### src/rtl/frame_stat_counter.sv
// rtl/frame_stat_counter.sv - per-frame / per-timer-window multi-channel event counter
//
// Purpose: counts per-channel event strobes (high cycles or rising edges) over a
// gate window bounded either by the active I_vs edge or by GATE_CYCLES clocks,
// and latches the counts into shadow registers for readout.
//
// Ports:
//   I_clk        sole clock
//   I_rst        synchronous active-high reset
//   I_vs         frame sync, active level VS_POL
//   I_event      per-channel event strobes
//   I_edge_mode  per channel: 1 = count rising edges, 0 = count high cycles
//   I_gate_sel   0 = frame gating, 1 = timer gating
//   I_rd_sel     channel shown on O_count / O_ovf_sel
//   O_count      latched count of the selected channel
//   O_ovf_sel    latched overflow flag of the selected channel
//   O_overflow   latched overflow flags, all channels
//   O_valid      one-cycle pulse when a new snapshot is latched
//   O_frame_cnt  number of snapshots taken (wraps)
//   O_blink      toggles on every snapshot
module frame_stat_counter #(
  parameter int NUM_CH      = 4,
  parameter int CNT_WIDTH   = 24,
  parameter int GATE_CYCLES = 48_000_000,
  parameter int VS_POL      = 1,
  parameter int SEL_W       = 2
) (
  input  logic                 I_clk,
  input  logic                 I_rst,
  input  logic                 I_vs,
  input  logic [NUM_CH-1:0]    I_event,
  input  logic [NUM_CH-1:0]    I_edge_mode,
  input  logic                 I_gate_sel,
  input  logic [SEL_W-1:0]     I_rd_sel,
  output logic [CNT_WIDTH-1:0] O_count,
  output logic                 O_ovf_sel,
  output logic [NUM_CH-1:0]    O_overflow,
  output logic                 O_valid,
  output logic [15:0]          O_frame_cnt,
  output logic                 O_blink
);

  localparam int   GC_W   = $clog2(GATE_CYCLES);
  localparam logic VS_ACT = (VS_POL != 0);

  typedef enum logic {WAIT_SYNC, COUNT} state_t;

  state_t               state, state_nx;
  logic                 gate_sel_q;
  logic                 vs_q;
  logic [NUM_CH-1:0]    prev;
  logic [NUM_CH-1:0]    qev;
  logic [NUM_CH-1:0]    ovf;
  logic [CNT_WIDTH-1:0] cnt    [NUM_CH];
  logic [CNT_WIDTH-1:0] shadow [NUM_CH];
  logic [GC_W-1:0]      gate_cnt;
  logic                 mode_chg, vs_edge, timer_end, boundary;
  logic                 snap, start, cnt_run;
  logic [CNT_WIDTH-1:0] sel_cnt;
  logic                 sel_ovf;

  assign mode_chg  = (I_gate_sel != gate_sel_q);
  assign vs_edge   = (I_vs == VS_ACT) && (vs_q != VS_ACT);
  assign timer_end = (gate_cnt == GC_W'(GATE_CYCLES - 1));
  assign boundary  = gate_sel_q ? timer_end : vs_edge;
  // Edge-mode channels qualify with ~prev; level-mode channels pass straight through.
  assign qev       = I_event & ~(I_edge_mode & prev);

  always_ff @(posedge I_clk) begin
    if (I_rst) state <= WAIT_SYNC;
    else       state <= state_nx;
  end

  always_comb begin
    state_nx = state;
    snap     = 1'b0;
    start    = 1'b0;
    cnt_run  = 1'b0;
    if (mode_chg) begin
      // Gating mode changed: drop the partial window and resynchronise.
      state_nx = WAIT_SYNC;
    end else begin
      case (state)
        WAIT_SYNC: begin
          if (gate_sel_q || vs_edge) begin
            start    = 1'b1;
            state_nx = COUNT;
          end
        end
        COUNT: begin
          if (boundary) snap    = 1'b1;
          else          cnt_run = 1'b1;
        end
      endcase
    end
  end

  always_ff @(posedge I_clk) begin
    if (I_rst) begin
      // Track the live gate select through reset so release never looks like a mode change.
      gate_sel_q  <= I_gate_sel;
      vs_q        <= ~VS_ACT;
      prev        <= '1;
      ovf         <= '0;
      gate_cnt    <= '0;
      O_overflow  <= '0;
      O_valid     <= 1'b0;
      O_frame_cnt <= 16'd0;
      O_blink     <= 1'b0;
      for (int i = 0; i < NUM_CH; i++) begin
        cnt[i]    <= '0;
        shadow[i] <= '0;
      end
    end else begin
      gate_sel_q <= I_gate_sel;
      vs_q       <= I_vs;
      prev       <= I_event;
      O_valid    <= snap;

      if (start) begin
        gate_cnt <= '0;
        ovf      <= '0;
        for (int i = 0; i < NUM_CH; i++)
          cnt[i] <= gate_sel_q ? '0 : CNT_WIDTH'(qev[i]);
      end

      if (snap) begin
        gate_cnt    <= '0;
        O_overflow  <= ovf;
        ovf         <= '0;
        O_frame_cnt <= O_frame_cnt + 16'd1;
        O_blink     <= ~O_blink;
        // The boundary-cycle event opens the new window.
        for (int i = 0; i < NUM_CH; i++) begin
          shadow[i] <= cnt[i];
          cnt[i]    <= CNT_WIDTH'(qev[i]);
        end
      end

      if (cnt_run) begin
        if (gate_sel_q) gate_cnt <= gate_cnt + GC_W'(1);
        for (int i = 0; i < NUM_CH; i++) begin
          if (qev[i]) begin
            if (&cnt[i]) ovf[i] <= 1'b1;
            else         cnt[i] <= cnt[i] + CNT_WIDTH'(1);
          end
        end
      end
    end
  end

  // Out-of-range selects match no channel and read as zero.
  always_comb begin
    sel_cnt = '0;
    sel_ovf = 1'b0;
    for (int i = 0; i < NUM_CH; i++) begin
      if (I_rd_sel == SEL_W'(i)) begin
        sel_cnt = shadow[i];
        sel_ovf = O_overflow[i];
      end
    end
  end

  always_ff @(posedge I_clk) begin
    if (I_rst) begin
      O_count   <= '0;
      O_ovf_sel <= 1'b0;
    end else begin
      O_count   <= sel_cnt;
      O_ovf_sel <= sel_ovf;
    end
  end

endmodule

### config.mk
export PLATFORM = sky130hd
export DESIGN_NAME = frame_stat_counter
export DESIGN_NICKNAME = d
export VERILOG_FILES = /design/src/rtl/frame_stat_counter.sv
export SDC_FILE = /design/constraint.sdc
export NUM_CORES = 1
export LEC_CHECK = 0
export ABC_AREA = 1
export ABC_CLOCK_PERIOD_IN_PS = 12270
export CORE_MARGIN = 1.5
export CORE_UTILIZATION = 50
export DETAILED_ROUTE_END_ITERATION = 10
export HOLD_SLACK_MARGIN = 0.1
export PLACE_DENSITY = 0.65
export SETUP_SLACK_MARGIN = 0.4
export SLEW_MARGIN = 20
export SYNTH_ARGS = -nofsm -noshare
export SYNTH_HDL_FRONTEND = slang
export SYNTH_SLANG_ARGS = --single-unit
### constraint.sdc
create_clock -name I_clk -period 12.27 [get_ports I_clk]
set_input_delay 1.227 -clock I_clk [delete_from_list [all_inputs] [get_ports I_clk]]
set_output_delay 1.227 -clock I_clk [all_outputs]
set_load 0.03 [all_outputs]
## Word-level counts from Yosys, hierarchy flattened

Memories as Yosys holds them, arrays and structs flattened.
Index checks and enable logic that the tools add are counted.

- Flip-flop bits (word level): 84
- Memory bits (writable): 192
- Input port bits: 14
- Output and inout port bits: 47
- Word-level logic and storage cells: 136
- Memories kept: 2

- Add/sub/neg operators: 6
- Eq/ne operators: 5
- Mux-type cells: 82
- Bitwise gates (word level): 21
- Reductions and logical operators: 8

Memory list:

| name | words | width | read ports | clocked after Yosys merged registers in | wr ports | line | source |
|---|---|---|---|---|---|---|---|
| cnt | 4 | 24 | 4 | 0 | 4 | 54 | `logic [CNT_WIDTH-1:0] cnt [NUM_CH];` |
| shadow | 4 | 24 | 4 | 0 | 4 | 55 | `logic [CNT_WIDTH-1:0] shadow [NUM_CH];` |

Operator list:

| cell | count |
|---|---|
| $mux 24 | 20 |
| $mux 26 | 4 |
| $add 24x1->24 const B | 4 |
| $reduce_and 24->1 | 4 |
| $mux 1 | 55 |
| $add 26x1->26 const B | 1 |
| $eq 26x26->1 const B | 1 |
| $add 16x1->16 const B | 1 |
| $or 1x1->1 | 16 |
| $mux 4 | 3 |
| $and 4x4->4 | 2 |
| $eq 2x2->1 const B | 2 |
| $not 4->4 | 1 |
| $eq 2x1->1 const B | 1 |
| $logic_not 2->1 | 1 |
| $not 1->1 | 2 |
| $reduce_or 2->1 | 1 |
| $logic_and 1x1->1 | 1 |
| $logic_or 1x1->1 | 1 |
| $ne 1x1->1 | 1 |

## Depth between registers and ports, before layout

- Depth in word-level cells: 12
- Gate-level depth with buffers: 13
- Mapped depth without buffers: 12

## Least setup slack after synthesis

OpenSTA, ideal clock, no wires.

- Path type: input port to flip-flop
- From: in I_gate_sel
- To: mem shadow[0][0], enable pin
- Library setup time: 461 ps
- Arrival: 4037 ps
- Data required time: 11809 ps
- Path slack: 7772 ps
- Stages: 6
- Path buffers: 1
- Path through: or2_1 -> nand2_2 -> nor2_4 -> nand3_2 -> buf_2 -> nand2_1

RTL lines:

| element | line | source |
|---|---|---|
| start: declaration | 33 | `input logic I_gate_sel,` |
| end: declaration | 55 |  |

==> impl_metrics.env <==
export IMPL_run_status="completed"
export IMPL_clkTransAtPathRegs_ns=0.06
export IMPL_dpl_hpwl_um=23510
export IMPL_fmax_mhz=238.2
export IMPL_crit_path_end_kind="flip-flop"
export IMPL_seq_area_frac_synth=0.5528
export IMPL_synth_ff_type="edfxtp_1"
export IMPL_nets=1619
export IMPL_die_y_um=167.1
export IMPL_synth_edf_count=192
export IMPL_clockBufferDepth=3
export IMPL_p_leak_nw=5.732
export IMPL_synth_nets=1570
export IMPL_first_global_vias=9759
export IMPL_netlist_instances=1550
export IMPL_via_per_inst=5.330
export IMPL_firstDrtPassIters=5
export IMPL_fin_worst_skew_ns=0.01883
export IMPL_numCtsBuffers=30
export IMPL_startpoint_type="input pin"
export IMPL_ir_drop_mv=0.1091
export IMPL_core_um2=26280
export IMPL_grt_max_degree=77
export IMPL_dp_slack_ns=7.481
export IMPL_reg2reg_slack_ns=8.49
export IMPL_start_util=0.5126
export IMPL_cpMaxStageDelayCell="nand2_1"
export IMPL_dieWidth_um=167.1
export IMPL_clock_latency_ns=0.56
export IMPL_area_delta_synth_final_pct=13.34
export IMPL_final_setup_tns_ns=0
export IMPL_finalCritPeriodShare=0.3422
export IMPL_clock_sinks=276
export IMPL_rows=59
export IMPL_finalHoldViolations=0
export IMPL_die_area_um2=27940
export IMPL_antenna_found_initial=1
export IMPL_power_density_nw_per_um2=138.2
export IMPL_maxCapViolCount=0
export IMPL_fin_ws_ns=8.071
export IMPL_rsz0062_at_grt="false"
export IMPL_slowest_delay_ns=0.80
export IMPL_drtAntennaViolNets=0
export IMPL_port_buffers=60
export IMPL_hp_class="reg2reg"
export IMPL_ys_warn_count=0
export IMPL_postCtsSetupBuffers=0
export IMPL_avgSynthCellArea_um2=8.691
export IMPL_yosysUniqueCellTypes=41
export IMPL_crit_type="in2reg"
export IMPL_slew_headroom=0.2994
export IMPL_num_vias=10440
export IMPL_final_min_clock_period_ns=4.199
export IMPL_grt_total_usage=0.2382
export IMPL_first_iter_violations=908
export IMPL_cp_arrival_ns=4.37
export IMPL_required_ns=12.44
export IMPL_grt_pass1_wl_um=52830
export IMPL_synth_seq_cells=276
export IMPL_path_delay_family="simple AND/OR/NAND/NOR gates"
export IMPL_cts_resized=0
export IMPL_finalSetupViolCount=0
export IMPL_worst_path_max_fanout=32
export IMPL_grt_overflow=0
export IMPL_htreeDepth=1
export IMPL_root_buffer="clkbuf_16"
export IMPL_slew_viol_final=0
export IMPL_async_reset_ff_frac=0
export IMPL_postCtsHoldBufs=0
export IMPL_gp_routability_congestion=0.8558
export IMPL_worst_pin_slew_ns=1.048
export IMPL_drc_errors=0
export IMPL_syn_area_um2=13470
export IMPL_crit_buf_inv=2
export IMPL_wire_per_inst_um=16.86
export IMPL_wirelength_um=33030
export IMPL_drive_gt1_frac=0.04991
export IMPL_io_pins=61
export IMPL_crit_chain="clkdlybuf4s50_1 -> or2_1 -> nand2_2 -> nor2_4 -> nand3_2 -> inv_2 -> nor2_2 -> nand2_1"
export IMPL_cts_tree="built"
cells by family after synthesis:
| logic type | after synthesis | synth area share |
|---|---|---|
| buf+inv | 282 | 0.08443 |
| fa+ha+maj | 6 | 0.005572 |
| compound gates | 139 | 0.05777 |
| xor+xnor | 83 | 0.05396 |
| flops | 276 | 0.5528 |
| simple gates | 764 | 0.2455 |
tightest hold or removal path: stages, from the launching register on:
cell	delay, ns
dfxtp_1	0.30
inv_1	0.06
o21ai_1	0.06
flip-flops by register name, indices dropped and copies added, names as in the netlist:
signal / flops
O_blink: 1
O_count: 24
O_frame_cnt: 16
O_overflow: 4
O_ovf_sel: 1
O_valid: 1
cnt: 96
gate_cnt: 26
gate_sel_q: 1
ovf: 4
prev: 4
shadow: 96
state: 1
vs_q: 1
layout by cell type, fill, tap and decap left out, types with 5 or more instances in the layout:
master           instances
a21oi_1                 40
o21ai_0                 55
buf_4                    7
edfxtp_1               192
dfxtp_1                 84
nand4_1                 33
clkinv_2                 5
ha_1                     6
nor3_1                  50
nor2_1                 290
nand3_1                112
xor2_1                  75
inv_2                    7
clkbuf_16               32
o22ai_1                  7
o21ai_1                  7
o211ai_1                24
inv_1                  224
xnor2_1                  8
clkdlybuf4s50_1         60
clkbuf_1                 7
nand2_1                248
metrics by stage:
step | utilization | total power [mW] | area, um^2 | hold slack (ns) | std cells
5_1_grt | 0.5810 | 2.178 | 15270 | 0.4969 | 1959
2_1_floorplan | - | 1.187 | 13470 | 0.4286 | 1550
3_5_place_dp | 0.5439 | 1.248 | 14290 | 0.4504 | 1902
4_1_cts | 0.5809 | 2.121 | 15270 | 0.4602 | 1958
3_3_place_gp | 0.5439 | 1.247 | 14290 | 0.4516 | 1902
6_report | 0.5810 | 2.110 | 15270 | 0.4643 | 1959
cell type report:
cell class | instances | area, um^2
repair buffers | 67 | 653.1
multi-input cells | 992 | 4903
diodes | 1 | 2.502
inverters | 232 | 870.8
fillers | 2333 | 11010
clock inverters | 15 | 117.6
clock buffers | 41 | 854.6
flip-flops and latches | 276 | 7447
well taps | 335 | 419.2
power by group:
group          internal [mW]  switching, mW  leakage (nW)  total [mW]
Clock                  0.510          0.370         0.471       0.880
Sequential              1.05         0.0338          2.72        1.08
Combinational         0.0414          0.109          2.54       0.150
Total                   1.60          0.512          5.73        2.11
layer usage:
metal / GRT usage / wire length, um / vias up
met4: 0.06345 / 908 / 0
met1: 0.3576 / 15510 / 4905
li1: - / - / 5156
met2: 0.3680 / 14570 / 323
met5: 0 / 0 / -
met3: 0.02623 / 2048 / 57
cells in the mapped netlist (2+ instances only):
library cell | instances | area (um^2)
a21oi_1 | 40 | 200.2
a31oi_1 | 3 | 18.77
buf_1 | 2 | 7.510
buf_2 | 12 | 60.06
buf_4 | 5 | 37.54
buf_6 | 6 | 67.56
clkbuf_1 | 25 | 93.84
clkinv_1 | 2 | 7.510
dfxtp_1 | 84 | 1682
edfxtp_1 | 192 | 5766
ha_1 | 6 | 75.07
inv_1 | 224 | 840.8
inv_2 | 6 | 22.52
nand2_1 | 249 | 934.7
nand3_1 | 112 | 560.5
nand3_2 | 3 | 30.03
nand3b_1 | 4 | 30.03
nand4_1 | 33 | 206.5
nor2_1 | 290 | 1089
nor2_2 | 4 | 25.02
nor2_4 | 2 | 22.52
nor3_1 | 50 | 250.2
nor3_2 | 2 | 20.02
nor3b_1 | 3 | 22.52
nor4_1 | 2 | 12.51
o211ai_1 | 24 | 180.2
o21ai_0 | 55 | 275.3
o21ai_1 | 7 | 35.03
o22ai_1 | 7 | 43.79
or2_1 | 2 | 12.51
or2_2 | 3 | 18.77
xnor2_1 | 8 | 70.07
xor2_1 | 75 | 656.9
worst paths after layout:
kind          startpoint  cells past startpoint          to
min reg2reg       ovf[3]                      2      ovf[3]
max reg2reg  gate_cnt[0]                     11  cnt[2][22]
max           I_gate_sel                      8  cnt[2][22]
min               ovf[3]                      2      ovf[3]
(Power assumes the default switching activity.)
